--- src/rtl/mdu_issue_ctrl_if.sv ---
`default_nettype none
// ============================================================================
//  Module      : mdu_issue_ctrl_if
//  Description : Pipeline-to-MDU issue handshake bundle. The master modport is
//                the pipeline/testbench side and the slave modport is the issue
//                controller. Optional MDU_STALL_CNT_EN adds the stall counter.
//  Revision    : 1.0  initial release
// ============================================================================
interface mdu_issue_ctrl_if;
    logic        d_valid;
    logic [31:0] d_instr;
    logic        e_valid;
    logic [31:0] e_instr;
    logic        e_hold;
    logic        e_kill;
    logic        md_busy;
    logic        md_start;
    logic [2:0]  md_op;
    logic        md_sel;
    logic        stall_d;
`ifdef MDU_STALL_CNT_EN
    logic [31:0] stall_cnt;
`endif

    modport master (
        output d_valid, d_instr, e_valid, e_instr, e_hold, e_kill, md_busy,
        input  md_start, md_op, md_sel, stall_d
`ifdef MDU_STALL_CNT_EN
        , input stall_cnt
`endif
    );

    modport slave (
        input  d_valid, d_instr, e_valid, e_instr, e_hold, e_kill, md_busy,
        output md_start, md_op, md_sel, stall_d
`ifdef MDU_STALL_CNT_EN
        , output stall_cnt
`endif
    );
endinterface
`default_nettype wire

--- src/rtl/mdu_issue_ctrl.sv ---
`default_nettype none
// ============================================================================
//  Module      : mdu_issue_ctrl
//  Description : Issues multiply/divide/mtlo/mthi operations from the E stage
//                to the MDU exactly once per instruction, tracks MDU occupancy
//                and stalls D-stage MDU-class instructions while it is busy.
//                Optional macro MDU_STALL_CNT_EN adds a 32-bit stall counter.
//  Revision    : 1.0  initial release
// ============================================================================
module mdu_issue_ctrl (
    input  wire logic         clk,
    input  wire logic         rst,
    mdu_issue_ctrl_if.slave   bus
);

    localparam logic [2:0] c_OP_NONE  = 3'd0;
    localparam logic [2:0] c_OP_MULT  = 3'd1;
    localparam logic [2:0] c_OP_MULTU = 3'd2;
    localparam logic [2:0] c_OP_DIV   = 3'd3;
    localparam logic [2:0] c_OP_DIVU  = 3'd4;
    localparam logic [2:0] c_OP_MTLO  = 3'd5;
    localparam logic [2:0] c_OP_MTHI  = 3'd6;

    typedef enum logic [1:0] {
        S_IDLE  = 2'd0,
        S_START = 2'd1,
        S_WAIT  = 2'd2
    } state_t;

    // Map an instruction to its MDU write-op code (0 when it is not one).
    function automatic logic [2:0] f_wr_op(input logic [31:0] ins);
        logic [2:0] op;
        op = c_OP_NONE;
        if (ins[31:26] == 6'd0) begin
            case (ins[5:0])
                6'h18:   op = c_OP_MULT;
                6'h19:   op = c_OP_MULTU;
                6'h1A:   op = c_OP_DIV;
                6'h1B:   op = c_OP_DIVU;
                6'h13:   op = c_OP_MTLO;
                6'h11:   op = c_OP_MTHI;
                default: op = c_OP_NONE;
            endcase
        end
        return op;
    endfunction

    // True for any of the eight MDU-class instructions, including reads.
    function automatic logic f_is_mdu(input logic [31:0] ins);
        return (f_wr_op(ins) != c_OP_NONE) ||
               (ins[31:26] == 6'd0 && (ins[5:0] == 6'h10 || ins[5:0] == 6'h12));
    endfunction

    state_t     r_state;
    state_t     w_state_nxt;
    logic       r_issued;
    logic       w_issued_nxt;
    logic [2:0] w_e_op;
    logic       w_e_muldiv;
    logic       w_eligible;
    logic       w_md_start;
    logic [2:0] w_md_op;
    logic       w_stall_d;

    assign w_e_op     = f_wr_op(bus.e_instr);
    assign w_e_muldiv = (w_e_op >= c_OP_MULT) && (w_e_op <= c_OP_DIVU);
    assign w_eligible = bus.e_valid && !bus.e_kill && (w_e_op != c_OP_NONE) && !r_issued;

    // Issue decisions, D-stage stall and FSM next state.
    always_comb begin
        w_md_start  = 1'b0;
        w_md_op     = c_OP_NONE;
        w_stall_d   = 1'b0;
        w_state_nxt = r_state;

        // A mul/div arriving while the MDU is still occupied is dropped:
        // upstream hazard logic is supposed to keep this from happening.
        if (w_eligible && !(w_e_muldiv && r_state != S_IDLE)) begin
            w_md_op = w_e_op;
        end
        w_md_start = w_eligible && w_e_muldiv && (r_state == S_IDLE);

        w_stall_d = bus.d_valid && f_is_mdu(bus.d_instr) &&
                    (w_md_start || r_state == S_START ||
                     (r_state == S_WAIT && bus.md_busy));

        case (r_state)
            S_IDLE:  if (w_md_start) w_state_nxt = S_START;
            // The MDU raises busy one cycle late, so busy is ignored here.
            S_START: w_state_nxt = S_WAIT;
            S_WAIT:  if (!bus.md_busy) w_state_nxt = S_IDLE;
            default: w_state_nxt = S_IDLE;
        endcase
    end

    // Held instructions must not re-issue; any advance or kill re-arms.
    always_comb begin
        w_issued_nxt = r_issued;
        if (!bus.e_hold || bus.e_kill) begin
            w_issued_nxt = 1'b0;
        end else if (w_md_op != c_OP_NONE) begin
            w_issued_nxt = 1'b1;
        end
    end

    // State and issued-flag registers.
    always_ff @(posedge clk) begin
        if (rst) begin
            r_state  <= S_IDLE;
            r_issued <= 1'b0;
        end else begin
            r_state  <= w_state_nxt;
            r_issued <= w_issued_nxt;
        end
    end

    assign bus.md_start = w_md_start;
    assign bus.md_op    = w_md_op;
    assign bus.md_sel   = (bus.e_instr[31:26] == 6'd0) && (bus.e_instr[5:0] == 6'h10);
    assign bus.stall_d  = w_stall_d;

`ifdef MDU_STALL_CNT_EN
    logic [31:0] r_stall_cnt;

    // Count every cycle the D stage is held for the MDU; wraps naturally.
    always_ff @(posedge clk) begin
        if (rst) begin
            r_stall_cnt <= 32'd0;
        end else if (w_stall_d) begin
            r_stall_cnt <= r_stall_cnt + 32'd1;
        end
    end

    assign bus.stall_cnt = r_stall_cnt;
`endif

endmodule
`default_nettype wire

--- src/flat_wrapper.sv ---
// flat-port wrapper written by rule: the top's interface ports become plain ports
module mdu_issue_ctrl_flat 
  (clk, rst, bus_d_valid, bus_d_instr, bus_e_valid, bus_e_instr, bus_e_hold, bus_e_kill, bus_md_busy, bus_md_start, bus_md_op, bus_md_sel, bus_stall_d);
  mdu_issue_ctrl_if bus_i ();
  input  wire logic clk;
  input  wire logic rst;
  input wire logic [$bits(bus_i.d_valid)-1:0] bus_d_valid;
  input wire logic [$bits(bus_i.d_instr)-1:0] bus_d_instr;
  input wire logic [$bits(bus_i.e_valid)-1:0] bus_e_valid;
  input wire logic [$bits(bus_i.e_instr)-1:0] bus_e_instr;
  input wire logic [$bits(bus_i.e_hold)-1:0] bus_e_hold;
  input wire logic [$bits(bus_i.e_kill)-1:0] bus_e_kill;
  input wire logic [$bits(bus_i.md_busy)-1:0] bus_md_busy;
  output wire logic [$bits(bus_i.md_start)-1:0] bus_md_start;
  output wire logic [$bits(bus_i.md_op)-1:0] bus_md_op;
  output wire logic [$bits(bus_i.md_sel)-1:0] bus_md_sel;
  output wire logic [$bits(bus_i.stall_d)-1:0] bus_stall_d;
  assign bus_i.d_valid = bus_d_valid;
  assign bus_i.d_instr = bus_d_instr;
  assign bus_i.e_valid = bus_e_valid;
  assign bus_i.e_instr = bus_e_instr;
  assign bus_i.e_hold = bus_e_hold;
  assign bus_i.e_kill = bus_e_kill;
  assign bus_i.md_busy = bus_md_busy;
  assign bus_md_start = bus_i.md_start;
  assign bus_md_op = bus_i.md_op;
  assign bus_md_sel = bus_i.md_sel;
  assign bus_stall_d = bus_i.stall_d;
  mdu_issue_ctrl u_core (.clk(clk), .rst(rst), .bus(bus_i));
endmodule
--- config.mk ---
export PLATFORM = sky130hd
export DESIGN_NAME = mdu_issue_ctrl_flat
export DESIGN_NICKNAME = d
export VERILOG_FILES = /design/src/rtl/mdu_issue_ctrl_if.sv /design/src/rtl/mdu_issue_ctrl.sv /design/src/flat_wrapper.sv
export SDC_FILE = /design/constraint.sdc
export NUM_CORES = 1
export LEC_CHECK = 0
export ABC_AREA = 1
export CORE_MARGIN = 3
export CORE_UTILIZATION = 19
export DETAILED_ROUTE_END_ITERATION = 10
export PLACE_DENSITY = 0.94
export SLEW_MARGIN = 20
export SYNTH_ARGS = -nofsm -noshare
export SYNTH_HDL_FRONTEND = slang
export SYNTH_SLANG_ARGS = --single-unit
--- constraint.sdc ---
create_clock -name clk -period 2.4 [get_ports clk]
set_clock_uncertainty 0.15 [all_clocks]
set_input_delay 0.24 -clock clk [delete_from_list [all_inputs] [get_ports clk]]
set_output_delay 0.24 -clock clk [all_outputs]
set_load 0.05 [all_outputs]
Yosys cells after proc, flatten, opt, wreduce, memory -nomap -nowiden
Index checks and enable logic that the tools add are counted.
{"block": "totals", "register_bits": 3, "input_bits": 71, "output_inout_bits": 6, "wordCells": 62}
{"block": "classes", "magnitude_cmp": 2, "eq_ne": 19, "muxes": 8, "reduce_logical": 31}
{"cell": "$eq 6x5->1 const B", "n": 15}
{"cell": "$pmux 3 s6", "n": 2}
{"cell": "$logic_and 1x1->1", "n": 13}
{"cell": "$logic_not 6->1", "n": 2}
{"cell": "$mux 3", "n": 3}
{"cell": "$reduce_bool 3->1", "n": 3}
{"cell": "$pmux 2 s3", "n": 1}
{"cell": "$logic_or 1x1->1", "n": 5}
{"cell": "$logic_not 1->1", "n": 4}
{"cell": "$mux 2", "n": 2}
{"cell": "$ne 2x2->1 const B", "n": 2}
{"cell": "$ge 3x1->1 const B", "n": 1}
{"cell": "$le 3x3->1 const B", "n": 1}
{"cell": "$eq 2x1->1 const B", "n": 1}
{"cell": "$eq 2x2->1 const B", "n": 1}
{"cell": "$logic_not 2->1", "n": 1}
{"cell": "$reduce_and 2->1", "n": 1}
{"cell": "$reduce_bool 2->1", "n": 1}
{"cell": "$reduce_or 2->1", "n": 1}

Longest topological paths before layout
Gate-level depths: netlist (run 1).
{"block": "logic_depth", "depth_word": 11, "depth_mapped": 10, "depth_no_buf": 10}

Worst setup path after synthesis (run 1)
Ideal clock, no wire load.
{"block": "synth_path", "kind": "in2out", "from": "input bus_e_instr[31]", "to": "output bus_md_op[0]", "arrival_ns": 1.604, "required_time_ns": 2.010, "slack_ns": 0.406, "stages": 8, "path_buffers": 0, "cell_sequence": "or2_4 > nor2_4 > nand2_2 > nor2_4 > nand2_2 > nand2_2 > nand2_2 > nor2_1"}
{"block": "synth_between", "elab_chain_len": 8, "elab_cells_between_ends": 12, "cone_classes": "2 x order compare; 2 x mux; 8 x reduce/logical"}
{"element": "start: declaration", "line_no": "flat_wrapper.sv:10", "text": "input wire logic [$bits(bus_i.e_instr)-1:0] bus_e_instr;"}
{"element": "$logic_not 6->1 (*)", "line_no": "mdu_issue_ctrl.sv:34", "text": "if (ins[31:26] == 6'd0) begin"}
{"element": "$mux 3 (*)", "line_no": "mdu_issue_ctrl.sv:34"}
{"element": "$ge 3x1->1 or $le 3x3->1 (tied branches)", "line_no": "mdu_issue_ctrl.sv:66", "text": "assign w_e_muldiv = (w_e_op >= c_OP_MULT) && (w_e_op <= c_OP_DIVU);"}
{"element": "$logic_and 1x1->1", "line_no": "mdu_issue_ctrl.sv:66"}
{"element": "$logic_and 1x1->1", "line_no": "mdu_issue_ctrl.sv:78", "text": "if (w_eligible && !(w_e_muldiv && r_state != S_IDLE)) begin"}
{"element": "$logic_not 1->1", "line_no": "mdu_issue_ctrl.sv:78"}
{"element": "$logic_and 1x1->1", "line_no": "mdu_issue_ctrl.sv:78"}
{"element": "$mux 3 (*)", "line_no": "mdu_issue_ctrl.sv:78"}
{"element": "end: declaration", "line_no": "flat_wrapper.sv:15", "text": "output wire logic [$bits(bus_i.md_op)-1:0] bus_md_op;"}
Mark *: on every way between the ends. The rest lies on a longest branch, timed or not.

Final worst setup path (run 1)
{"block": "layout_path", "from": "input bus_e_instr[4]", "to": "output bus_md_op[0]"}
{"block": "layout_between", "elab_chain_len": 9, "elab_cells_between_ends": 18, "cone_classes": "2 x order compare; 6 x eq/ne; 3 x mux; 7 x reduce/logical"}
{"element": "$eq 6x5->1", "line_no": "mdu_issue_ctrl.sv:35", "text": "case (ins[5:0])"}
{"element": "$pmux 3 s6 (*)", "line_no": "mdu_issue_ctrl.sv:35"}
{"element": "$mux 3 (*)", "line_no": "mdu_issue_ctrl.sv:34"}
{"element": "$ge 3x1->1 or $le 3x3->1 (tied branches)", "line_no": "mdu_issue_ctrl.sv:66"}
{"element": "$logic_and 1x1->1", "line_no": "mdu_issue_ctrl.sv:66"}
{"element": "$logic_and 1x1->1", "line_no": "mdu_issue_ctrl.sv:78"}
{"element": "$logic_not 1->1", "line_no": "mdu_issue_ctrl.sv:78"}
{"element": "$logic_and 1x1->1", "line_no": "mdu_issue_ctrl.sv:78"}
{"element": "$mux 3 (*)", "line_no": "mdu_issue_ctrl.sv:78"}
Marked as above.

==> flow_summary.toml, run 1 <==
[synthesis]
synth_area_leader_cell = "dfxtp_1"
ys_types = 15
postSynthCellCount = 62
ys_seq_area_frac = 0.1678
yosys_warnings = 0
syn_nets = 133
yosys_register_bits = 3
synth_area_leaders = "dfxtp_1 17%, inv_1 13%, nor2_1 13%, nand3_1 9.8%, nand2_1 9.4%"
post_synth_instance_area_um2 = 357.8
synth_area_per_cell_um2 = 5.772
synth_top_area_share = 0.1678

[power_and_ir_drop]
cellLeakagePower_uw = 0.0003400
swShare = 0.2294
p_switching_uw = 46.92
power.density_nw_per_um2 = 253.8
intPower_uw = 157.6
p_comb_frac = 0.319
seq_power_share = 0.245
ir_drop_mv = 0.09660
clock_power_share = 0.436

[flow_run]
maxCapViolCount = 0

[finish]
utilization = 0.4616
area_growth_pct = 125.2
fill_cells = 192
nets = 171
n_antenna_cell = 0
layout_commonest_cell = "clkdlybuf4s50_1"
layout-drive-gt1-share = 0.2222
layout.cells.most_common_list = "27 x clkdlybuf4s50_1, 12 x inv_1, 12 x nor2_1, 9 x nand2_1, 7 x nand3_1"

[critical_path]
end_kind = "primary output"
cp_data_arrival_time_ns = 1.85
path_class = "input pin to primary output"
cp-start-kind = "input pin"
crit_fanout = 5
worstPathRequired_ns = 2.01
ff2ff_setup_slack_ns = 1.31

[floorplan]
rows = 15
start_util = 0.2050
die_width_um = 49.40
core_region_area_um2 = 1745
die_area_um2 = 2440
io_pins = 77
fp.dieH_um = 49.40

[sta]
setup_viol = 0
fin_crit_sh = 0.9315
period_needed_ns = 2.236
rsz0062_at_grt = "false"
hold_viol = 0
slew_headroom = 0.7722
setup_tns_ns = 0
timing.fmax_mhz = 447.3
worstMarginPinSlew_ns = 0.3391
drv_slew = 0

[global_routing]
grt_antenna_before_repair = 0
grt_max_degree = 6
globalRouteTotalUtil = 0.1029
grt_first_pass_wirelength_mm = 1.932
grt_pass1_vias = 472
gr-total-overflow = 0

[clock_network]
h-tree-depth = 1
postCtsSetupBuffers = 0
cts_tree = "yes"
cts_root_buf = "clkbuf_4"
clk_path_buf_depth = 2
hold_buffers = 0
cts_resized = 0
clk_pin_slew_ns = 0.03
cts_buffers = 3
cts.sinks = 3
clk_latency_ns = 0.24

[placed_design]
gp_congestion = 0.6967
portBuffers = 33
dp_hpwl_mm = 1.089

[drt]
ant_nets = 0
routed-wl-met3_um = 163
wirelength_mm = 1.202
wl_per_cell_um = 9.694
highest_layer = "met4"
via_per_inst = 4.121
vias = 511
wl_met1_um = 451
route.detailed.drc = 0
drtIter0Drc = 2
wl_met2_um = 570
dr.pass1.iters = 4

[outcome]
status = "complete, no violations"

[worst_hold_path]
min-delay-path-class = "register to register"
==> cells in the mapped netlist <==
library cell  number
nand4_1            1
nor4_1             2
dfxtp_1            3
inv_1             12
nor2_4             3
nand2_1            9
and3_2             1
a21oi_2            2
nor2_1            12
or2_4              1
nor3_1             2
nor2_2             1
o21ai_0            1
nand2_2            5
nand3_1            7
==> critical path, stage by stage <==
cell	delay, ns
clkdlybuf4s50_1	0.45
inv_1	0.05
nor2_4	0.12
nand3_1	0.12
nand2_2	0.10
nand3_1	0.09
nand2_1	0.09
nand2_2	0.06
nand2_2	0.06
nand2_2	0.06
nor2_1	0.21
buf_12	0.17
==> path summary, 6_finish.rpt <==
path | start | end | depth (start not counted)
max | bus_e_instr[4] | bus_md_op[0] | 12
min | u_core.r_issued | u_core.r_issued | 2
max reg2reg | u_core.r_state[0] | u_core.r_state[0] | 5
min reg2reg | u_core.r_issued | u_core.r_issued | 2
==> power groups by stage <==
stage          registers (µW)  logic [µW]  clock network, µW
6_report                 50.2        65.2               89.1
5_1_grt                  50.1        71.6               94.8
4_1_cts                  50.2        65.8               92.8
3_5_place_dp             50.9        65.5                  0
3_3_place_gp             50.9        63.2                  0
2_1_floorplan            50.9        16.4                  0
==> registers in the layout (all words and copies together) (netlist names) <==
register / count
u_core.r_issued: 1
u_core.r_state: 2
==> cell type report <==
cell class,count,area [µm²],share of cell area
clock buffer,4,26.28,0.03261
inverter,12,45.04,0.05590
multi-input combinational,47,252.7,0.3137
sequential,3,60.06,0.07453
tap,25,31.28,0.03882
timing repair buffer,33,390.4,0.4845
==> logic make-up (layout without fill, tap and decap cells) <==
group                  Yosys count  in the layout  share of synthesized area
flip-flops                       3              3                     0.1678
AND/OR/NAND/NOR                 44             44                     0.6434
buffers and inverters           12             49                     0.1259
AO/OA/AOI/OAI                    3              3                    0.06293
==> metal layers <==
layer / vias up / GRT usage
li1: 268 / -
met5: - / 0
met4: 0 / 0.06912
met1: 207 / 0.1000
met3: 2 / 0.03976
met2: 34 / 0.1786
==> through the flow <==
stage	area, µm²	setup WS, ns	total power [µW]	hold slack [ns]	cells
floorplan	357.8	0.4060	67.34	0.1624	62
detailed placement	779.5	0.1552	116.4	0.3138	120
CTS	805.8	0.1532	208.8	0.3189	124
finish	805.8	0.1645	204.5	0.3143	124
global placement	779.5	0.2135	114.1	0.3004	120
global route	805.8	0.02385	216.6	0.3264	124
No activity file was read; power rests on OpenSTA's default activity.
==> inputs of run 2 (changes only) <==
--- a/config.mk
+++ b/config.mk
@@ -7,9 +7,9 @@
 export LEC_CHECK = 0
 export ABC_AREA = 1
 export CORE_MARGIN = 3
-export CORE_UTILIZATION = 19
+export CORE_UTILIZATION = 18
 export DETAILED_ROUTE_END_ITERATION = 10
-export PLACE_DENSITY = 0.94
+export PLACE_DENSITY = 0.9
 export SLEW_MARGIN = 20
 export SYNTH_ARGS = -nofsm -noshare
 export SYNTH_HDL_FRONTEND = slang
==> constraint.sdc (replaced) <==
create_clock -name clk -period 2.2 [get_ports clk]
set_clock_uncertainty 0.15 [all_clocks]
set_input_delay 0.22 -clock clk [delete_from_list [all_inputs] [get_ports clk]]
set_output_delay 0.22 -clock clk [all_outputs]
set_load 0.05 [all_outputs]
==> run 2 against run 1 <==
  * Routed wire length is 12% higher
  * Sequential power increased by 9.2%
  * Flip-flop and latch count is the same
  * Critical endpoint is now bus_md_op[1]
  * Final cell count is 3.2% higher
  * Hold slack worse by 0.0026 ns
  * Critical path type unchanged
  * Design area grew 19%
  * Setup slack worse by 0.051 ns
  * Register-to-register slack got worse by 0.40 ns
  * Clock power up 7.3%
  * Highest routed layer unchanged
  * Largest power group unchanged
  * First-iteration DRC count shrank 50%
  * Combinational power grew 22%
==> flow_summary.toml, run 2 (synthesized netlist as in run 1, its figures left out) <==
[power_and_ir_drop]
cellLeakagePower_uw = 0.0004755
clock_power_share = 0.416
ir_drop_mv = 0.1147
swShare = 0.2472
seq_power_share = 0.238
intPower_uw = 172.9
power.density_nw_per_um2 = 238.7
p_comb_frac = 0.345
p_switching_uw = 56.76

[critical_path]
critPathCapture = "bus_md_op[1]"
cpMaxStageDelayCell = "clkdlybuf4s50_1"
ff2ff_setup_slack_ns = 0.91
crit_top_cell = "nand2_2"
crit_family = "simple AND/OR/NAND/NOR gates"
cp.depth = 12
critPathLaunch = "bus_e_instr[1]"
worstPathRequired_ns = 1.83
r2r_end = "u_core.r_issued"
path_buf_inv = 3
path_cells = "clkdlybuf4s50_1 -> nand2_1 -> inv_1 -> nand3_1 -> nand2_1 -> nand3_4 -> nand2_2 -> nand2_2 -> nand2_2 -> nand2_4 -> nor2_4 -> buf_12"
path_class = "input pin to primary output"
end_kind = "primary output"
cp_data_arrival_time_ns = 1.72
cp-start-kind = "input pin"
crit_fanout = 3
rr_startpoint = "u_core.r_issued"
rr_worst_depth = 6
slowest_delay_ns = 0.48

[floorplan]
core_region_area_um2 = 1802
die_area_um2 = 2559
rows = 15
start_util = 0.1986
die_width_um = 50.59
fp.dieH_um = 50.59
io_pins = 77

[worst_hold_path]
min_from = "u_core.r_issued"
whs_path_depth = 2
min-delay-path-class = "register to register"

[sta]
worstMarginPinSlew_ns = 0.3396
setup_tns_ns = 0
slew_headroom = 0.7719
timing.fmax_mhz = 479.2
setup_viol = 0
hold_viol = 0
fin_crit_sh = 0.9485
drv_slew = 0
period_needed_ns = 2.087

[drt]
wirelength_mm = 1.348
wl_per_cell_um = 10.53
via_per_inst = 4.273
vias = 547
ant_nets = 0
route.detailed.drc = 0
drtIter0Drc = 1
dr.pass1.iters = 4

[placed_design]
gp_congestion = 0.6973
portBuffers = 33
dp_hpwl_mm = 1.043

[clock_network]
cts_tree = "yes"
cts_root_buf = "clkbuf_4"
cts.sinks = 3
cts_buffers = 3
clk_pin_slew_ns = 0.03
hold_buffers = 0
clk_latency_ns = 0.23
clk_path_buf_depth = 2
h-tree-depth = 1

[global_routing]
grt_first_pass_wirelength_mm = 1.952
grt_antenna_before_repair = 0
globalRouteTotalUtil = 0.09896
grt_pass1_vias = 494
grt_max_degree = 6
gr-total-overflow = 0

[finish]
area_growth_pct = 168.9
top_register = "u_core.r_state"
layout-drive-gt1-share = 0.3981
layout.cells.most_common_list = "16 x clkdlybuf4s50_1, 11 x inv_1, 11 x dlymetal6s2s_1"
layout_commonest_cell = "clkdlybuf4s50_1"
top_regs = "u_core.r_state (2), u_core.r_issued (1)"
utilization = 0.5340
nets = 175
n_antenna_cell = 0
largest_reg_flops = 2

[outcome]
status = "complete, no violations"

[flow_run]
maxCapViolCount = 0
## run 2: changes by cell type in the layout (fill, tap and decap cells not counted), sizes merged
cell / before / now
buf: 6 / 10
clkdlybuf4s50: 27 / 16
dlymetal6s2s: 0 / 11
## run 2: worst min path at each step
stage	endpoint
2_1_floorplan	u_core.r_state[0]
3_3_place_gp	u_core.r_issued
3_5_place_dp	u_core.r_issued
4_1_cts	u_core.r_issued
5_1_grt	u_core.r_issued
6_report	u_core.r_issued
## run 2: timing repair
item | CTS | global route
endpoints found under the setup margin | 0 | 5
resized for setup | 0 | 35
setup buffers | 0 | 4
## run 2: stage by stage
stage / setup slack [ns] / hold WS (ns) / instance area, µm² / power [µW] / instances
5_1_grt: -0.006745 / 0.3372 / 962.2 / 247.3 / 128
6_report: 0.1133 / 0.3117 / 962.2 / 229.7 / 128
2_1_floorplan: 0.2460 / 0.1424 / 357.8 / 73.46 / 62
3_5_place_dp: 0.04242 / 0.3052 / 779.5 / 126.5 / 120
4_1_cts: 0.03937 / 0.3100 / 805.8 / 224.9 / 124
3_3_place_gp: 0.07087 / 0.3024 / 779.5 / 124.5 / 120
## run 2: final cells by class
| class | instances | area [µm²] |
|---|---|---|
| Clock buffer | 4 | 26.28 |
| Sequential cell | 3 | 60.06 |
| Multi-Input combinational cell | 47 | 351.6 |
| Inverter | 12 | 45.04 |
| Fill cell | 182 | 839.6 |
| Timing Repair Buffer | 37 | 447.9 |
| Tap cell | 25 | 31.28 |
## run 2: power by group through the flow
stage | Sequential (µW) | Clock [µW] | Combinational (µW)
after global placement | 55.5 | 0 | 69.0
after global routing | 54.6 | 107 | 86.0
final | 54.8 | 95.6 | 79.3
after detailed placement | 55.5 | 0 | 71.0
after CTS | 54.7 | 99.0 | 71.1
after floorplan | 55.5 | 0 | 17.9
## run 2: metal layers
layer / wire length (µm) / track usage / part of all wire / vias up
met2: 679 / 0.1674 / 0.50 / 31
met4: 25 / 0.05381 / 0.019 / 0
met3: 158 / 0.03264 / 0.12 / 3
li1: - / - / - / 275
met1: 485 / 0.1080 / 0.36 / 238
met5: 0 / 0 / 0 / -
## run 2: worst min-delay path: cells and delay by family, from the launching register on
kind,cells,cell delay (ns)
AO/OA/AOI/OAI,1,0.06
buffers and inverters,1,0.07
flip-flops,1,0.28
